File: src/rtl/toggle_rx.sv
// Toggle-link receiver: synchronizes a toggle level, emits one pulse per
// transition, counts events and runs an armable missing-toggle watchdog.
module toggle_rx #(
   parameter int SYNC_STAGES = 2,
   parameter int CNT_W       = 8,
   parameter int TIMEOUT     = 16
) (
   input  logic             clk,
   input  logic             rst,
   input  logic             t_in,
   input  logic             arm,
   input  logic             clr_cnt,
   output logic             evt_pulse,
   output logic             level,
   output logic [CNT_W-1:0] count,
   output logic             ovf,
   output logic             busy,
   output logic             timeout
);

   typedef enum logic [1:0] {
      IDLE,
      WAIT,
      EXPIRED
   } state_t;

   localparam logic [15:0] RELOAD = 16'(TIMEOUT - 1);
   localparam logic [CNT_W-1:0] CNT_MAX = '1;

   logic [SYNC_STAGES-1:0] sync;
   logic                   hist;

   state_t     state, state_nxt;
   logic [15:0] timer, timer_nxt;
   logic        timeout_nxt;

   logic [CNT_W-1:0] count_nxt;
   logic             ovf_nxt;

   assign level = sync[SYNC_STAGES-1];
   assign busy  = (state == WAIT);

   // chain resets to 0 to match the transmitter's q reset value
   always_ff @(posedge clk or negedge rst) begin
      if (!rst) begin
         sync      <= '0;
         hist      <= 1'b0;
         evt_pulse <= 1'b0;
      end else begin
         sync      <= {sync[SYNC_STAGES-2:0], t_in};
         hist      <= level;
         evt_pulse <= level ^ hist;
      end
   end

   always_comb begin
      count_nxt = count;
      ovf_nxt   = ovf;
      if (clr_cnt) begin
         count_nxt = evt_pulse ? CNT_W'(1) : '0;
         ovf_nxt   = 1'b0;
      end else if (evt_pulse) begin
         if (count == CNT_MAX) begin
            ovf_nxt = 1'b1;
         end else begin
            count_nxt = count + CNT_W'(1);
         end
      end
   end

   always_ff @(posedge clk or negedge rst) begin
      if (!rst) begin
         count <= '0;
         ovf   <= 1'b0;
      end else begin
         count <= count_nxt;
         ovf   <= ovf_nxt;
      end
   end

   // an event in WAIT beats both a re-arm and a same-cycle expiry
   always_comb begin
      state_nxt   = state;
      timer_nxt   = timer;
      timeout_nxt = timeout;
      case (state)
         IDLE: begin
            if (arm) begin
               state_nxt   = WAIT;
               timer_nxt   = RELOAD;
               timeout_nxt = 1'b0;
            end
         end
         WAIT: begin
            if (evt_pulse) begin
               state_nxt = IDLE;
            end else if (arm) begin
               timer_nxt = RELOAD;
            end else if (timer == 16'd0) begin
               state_nxt   = EXPIRED;
               timeout_nxt = 1'b1;
            end else begin
               timer_nxt = timer - 16'd1;
            end
         end
         EXPIRED: begin
            if (arm) begin
               state_nxt   = WAIT;
               timer_nxt   = RELOAD;
               timeout_nxt = 1'b0;
            end
         end
         default: begin
            state_nxt   = IDLE;
            timer_nxt   = 16'd0;
            timeout_nxt = 1'b0;
         end
      endcase
   end

   always_ff @(posedge clk or negedge rst) begin
      if (!rst) begin
         state   <= IDLE;
         timer   <= 16'd0;
         timeout <= 1'b0;
      end else begin
         state   <= state_nxt;
         timer   <= timer_nxt;
         timeout <= timeout_nxt;
      end
   end

endmodule

File: config.mk
export PLATFORM = sky130hd
export DESIGN_NAME = toggle_rx
export DESIGN_NICKNAME = d
export VERILOG_FILES = /design/src/rtl/toggle_rx.sv
export SDC_FILE = /design/constraint.sdc
export NUM_CORES = 1
export LEC_CHECK = 0
export ABC_CLOCK_PERIOD_IN_PS = 4100
export CORE_AREA = 2 2 47 70
export DETAILED_ROUTE_END_ITERATION = 8
export DIE_AREA = 0 0 49 72
export GPL_TIMING_DRIVEN = 0
export PLACE_DENSITY = 0.8
export SLEW_MARGIN = 20
export SYNTH_ARGS = -nofsm -noshare
export SYNTH_HDL_FRONTEND = slang
export SYNTH_SLANG_ARGS = --single-unit
File: constraint.sdc
create_clock -name clk -period 4.1 [get_ports clk]
set_input_delay 1.025 -clock clk [delete_from_list [all_inputs] [get_ports clk]]
set_output_delay 1.025 -clock clk [all_outputs]
set_load 0.005 [all_outputs]
======== After elaboration in Yosys (flattened, before gate mapping) ========
Index checks and enable logic that the tools add are counted.
storage, ports and cells
  output and inout bits ................... 13
  register bits after elaboration ......... 32
  memories kept ........................... 0
  latch bits .............................. 0
  logic and storage cells ................. 54
  bits in read-only memories .............. 0
  bits in writable memories ............... 0
  input bits .............................. 5
cells by class
  muxes and demuxes ....................... 22
  equal/unequal tests ..................... 11
  shift-type cells ........................ 0
  multiply operators ...................... 0
  bitwise logic cells ..................... 1
  order comparisons ....................... 0
  reductions and logical operators ........ 10
  divide/modulo/power cells ............... 0
  add/sub/neg operators ................... 2
operator list
  kind                   count
  $mux 16                4
  $pmux 16 s2            1
  $mux 8                 3
  $logic_not 16->1       1
  $sub 16x1->16 const B  1
  $add 8x1->8 const B    1
  $eq 8x8->1 const B     1
  $mux 1                 8
  $mux 2                 4
  $ne 2x2->1 const B     3
  $ne 3x3->1 const B     2
  $reduce_and 3->1       2
  $ne 2x1->1 const B     2
  $pmux 2 s2             1
  $reduce_and 2->1       2
  $reduce_and 4->1       1
  $reduce_bool 2->1      2
  $ne 3x2->1 const B     1
  $eq 2x1->1 const B     1
  $eq 2x2->1 const B     1
  $logic_not 2->1        1
  $pmux 1 s2             1
  $reduce_or 2->1        1
  $xor 1x1->1            1

======== Logic depth before layout (Yosys ltp) ========
  depth after elaboration ................. 5
  depth in mapped cells ................... 7
  mapped depth without buffers ............ 7

======== Least setup slack after synthesis ========
No wires, ideal clock.
  path kind ............................... in2reg
  start ................................... input port arm
  end ..................................... register timer[10]
  data arrival time ....................... 2.431 ns
  stages .................................. 5
  required time ........................... 4.022 ns
  setup slack ............................. 1.591 ns
  cell sequence ........................... nor2_1 nand4b_1 or4_1 or4_2 a21oi_1
on the way
  word-level cells in the longest chain between the ends .. 3
  elaborated cells between the ends (all ways) .. 6
  classes of those cells .................. eq/ne: 2; mux: 3; reduce/logical: 1
ends and longest elaborated chain
  what                  line  RTL
  from (decl)           11    input logic arm,
  $mux 16               97    end else if (arm) begin
  $mux 16               95    if (evt_pulse) begin
  $pmux 16 s2           86    case (state)
  to (signal assigned)  128   timer <= timer_nxt;
  to (decl)             34    logic [15:0] timer, timer_nxt;
Several ways; a longest one is shown, not always the timed one. The select of a mux whose other input is x is not followed.
A chain may end at the register's enable or synchronous reset.

======== Worst setup path in the final report ========
  start ................................... input port arm
  end ..................................... register timer[8]
The elaborated chain is that of the path after synthesis.

==> metrics.md <==
| Metric | Value |
|---|---|
| Synth cell count leaders | `32 x dfrtp_1, 18 x nor2_1, 15 x a21oi_1, 15 x nand2_1, 9 x o21ai_0` |
| WL met2 | `1880 µm` |
| Area Growth Syn to Fin | `18.8%` |
| Finished Layout Cells | `240` |
| Layout cell share with drive strength beyond 1 | `8.96%` |
| Vias in the first global route | `1375` |
| CP endpoint kind | `flop` |
| Worst Path Max Fanout | `8` |
| Top cells by area, synth | `dfrtp_1 48%, a21oi_1 4.5%, nor2_1 4.1%` |
| Asr flop ratio synth | `100%` |
| WL final | `3600 µm` |
| Critical-path cell list | `clkdlybuf4s50_1, nor2_1, nand4b_1, or4_1, or4_2, a21oi_1` |
| Ys flop type | `dfrtp_1` |
| Final period util | `about 76%` |
| Overflow after GRT | `0` |
| Least-Margin Pin Slew | `0.923 ns` |
| CTS Buffer Depth | `2` |
| Max Fclk | `321 MHz` |
| PnR worst setup slack | `0.983 ns` |
| Routed wire length on met3 | `109 µm` |
| Highest metal used | `met4` |
| Req. time, crit path | `4.31 ns` |
| Rows | `24` |
| PortBufs | `16` |
| Critical path class | `in2reg` |
| Seq cells post-synth | `32` |
| Num CTS Buffers | `5` |
| Post-Syn Instances | `177` |
| Max_slew headroom | `38.0%` |
| Slowest CP cell | `clkdlybuf4s50_1` |
| Final TNS setup | `0 ns` |
| Vias | `1458` |
| Tightest Hold Check Type | `reg2reg` |
| Final Cell Area | `1970 µm²` |
| Crit path launch type | `input port` |
| Residual DRC | `0` |
| H-Tree Level Count | `2` |
| Cts hold-fix bufs | `0` |
| Die X | `49 µm` |
| Worst VDD drop | `approximately 0.3 mV` |
| Placed inst area | `1860 µm²` |
| Synth area leader | `dfrtp_1` |
| Crit path time final | `3.12 ns` |
| Syn avg cell area | `9.37 µm²` |
| Setup Skew | `0.00564 ns` |
| Register area share after synthesis | `48.3%` |
| Power Density | `413 nW/µm²` |
| Outcome | `completed` |
| Hold Vio Cnt, Final | `0` |
| Dpl cells | `232` |
| Post-DP HPWL | `2520 µm` |
| Initial DRC count | `64` |
| Post-CTS sizing | `0` |
| Setup Slack @ Placement | `0.742 ns` |
| Layout net count | `around 210` |
| GPL Wtd Cong | `0.830` |
| Global-route wire length before repair | `about 6000 µm` |
| Die height | `72 µm` |
| Largest net degree at the start of global routing | `33` |
| RSZ-0062 raised after global routing | `no` |
| Net count after synthesis | `184` |
| Num ports | `18` |
| Clk slew on worst S/H paths | `0.07 ns` |
| # diodes | `0` |
| Clk sinks | `32` |
| Warnings from Yosys | `0` |
| Drt wl/cell | `roughly 15 µm` |
| Finished Core Util | `67.6%` |
| Yosys cell types | `39` |
| Number of synthesized flops with an enable pin | `0` |
| Max-Cap Viols | `0` |
| Final setup violation count | `0` |
| Critical Path AT | `3.32 ns` |
| Filler cell count in the final layout | `~230` |
| Antenna violations before repair | `0` |
| Worst-Skew Late Latency | `0.28 ns` |
| 1st-pass router iterations | `4` |
| Vias per cell | `6.08` |
| Slowest cell delay on critical path | `approximately 0.62 ns` |
| Die area | `about 3500 µm²` |
| Kind of cell adding the most delay to the critical path | `simple AND/OR/NAND/NOR gates` |
| Clk root buf | `clkbuf_8` |
| Top-count cell post-synth | `dfrtp_1` |
| Bufs and invs on worst path | `1` |
| Post-CTS setup buffer count | `0` |
| Leak | `0.850 nW` |
| Routed Antenna Nets | `0` |
| Cell Area, Synth | `1660 µm²` |
| Final max-slew violation count | `0` |
| Starting density of the core | `56.9%` |
| GRT Overall Usage | `22.4%` |
| Wire length on met1 | `1550 µm` |
| Yosys top cell area share | `48.3%` |
| CTS tree | `yes` |
| CORE AREA | `2910 µm²` |
## logic make-up after synthesis
kind of cell | Yosys count | synth area share [%]
flip-flops | 32 | 48.3
XOR/XNOR | 7 | 3.70
adder cells (fa/ha/maj) | 2 | 1.51
buffers and inverters | 10 | 2.26
AND/OR/NAND/NOR | 84 | 28.5
AO/OA/AOI/OAI | 42 | 15.7
## placed cells by master, fill, tap and decap left out, types with 4 or more instances in the layout
master	count
a21oi_1	15
and3_1	4
clkbuf_1	4
clkbuf_8	5
clkdlybuf4s50_1	15
dfrtp_1	32
inv_1	6
nand2_1	15
nand3_1	8
nand3b_1	4
nor2_1	18
nor3_1	4
o21ai_0	9
o31ai_1	6
or2_2	4
or4_1	5
xor2_1	7
## cell type report
| class | count | area [µm²] | share of cell area (%) |
|---|---|---|---|
| multi-input cells | 135 | 820 | 41.6 |
| flip-flops and latches | 32 | 801 | 40.7 |
| repair buffers | 16 | 155 | 7.88 |
| clock buffers | 6 | 72.6 | 3.68 |
| well taps | 39 | 48.8 | 2.48 |
| clock inverters | 2 | 35.0 | 1.78 |
| inverters | 6 | 22.5 | 1.14 |
| plain buffers | 4 | 15.0 | 0.762 |
## per-stage QoR
step	hold WS, ns	total power, mW
4_1_cts	0.358	0.817
3_5_place_dp	0.343	0.519
3_3_place_gp	0.336	0.511
2_1_floorplan	0.331	0.463
6_report	0.354	0.813
5_1_grt	0.372	0.856
## where the power goes
| part | internal [mW] | switching, mW | leakage, nW | total [mW] |
|---|---|---|---|---|
| clock | 0.180 | 0.117 | 0.0552 | 0.297 |
| combinational | 0.0608 | 0.0866 | 0.377 | 0.147 |
| sequential | 0.339 | 0.0295 | 0.418 | 0.368 |
## registers in the layout, indices dropped and copies added, names as in the netlist
name / flops
hist: 1
state: 2
count: 8
sync: 2
timer: 16
ovf: 1
evt_pulse: 1
timeout: 1
## layer usage
layer  up-vias  global-route usage (%)
li1        701                       -
met1       715                    26.6
met2        33                    38.7
met3         9                    4.73
met4         0                    10.5
met5         -                       0
## final timing paths
path	startpoint	to	slack (ns)	cells past startpoint
max in group asynchronous	rst	evt_pulse	2.87	1
min	sync[0]	sync[1]	0.35	0
min in group asynchronous	rst	count[5]	0.78	1
max reg2reg	timer[7]	timer[9]	1.77	5
min reg2reg	sync[0]	sync[1]	0.35	0
max	arm	timer[8]	0.98	6
Note: power is estimated with default switching activity, not from simulation.
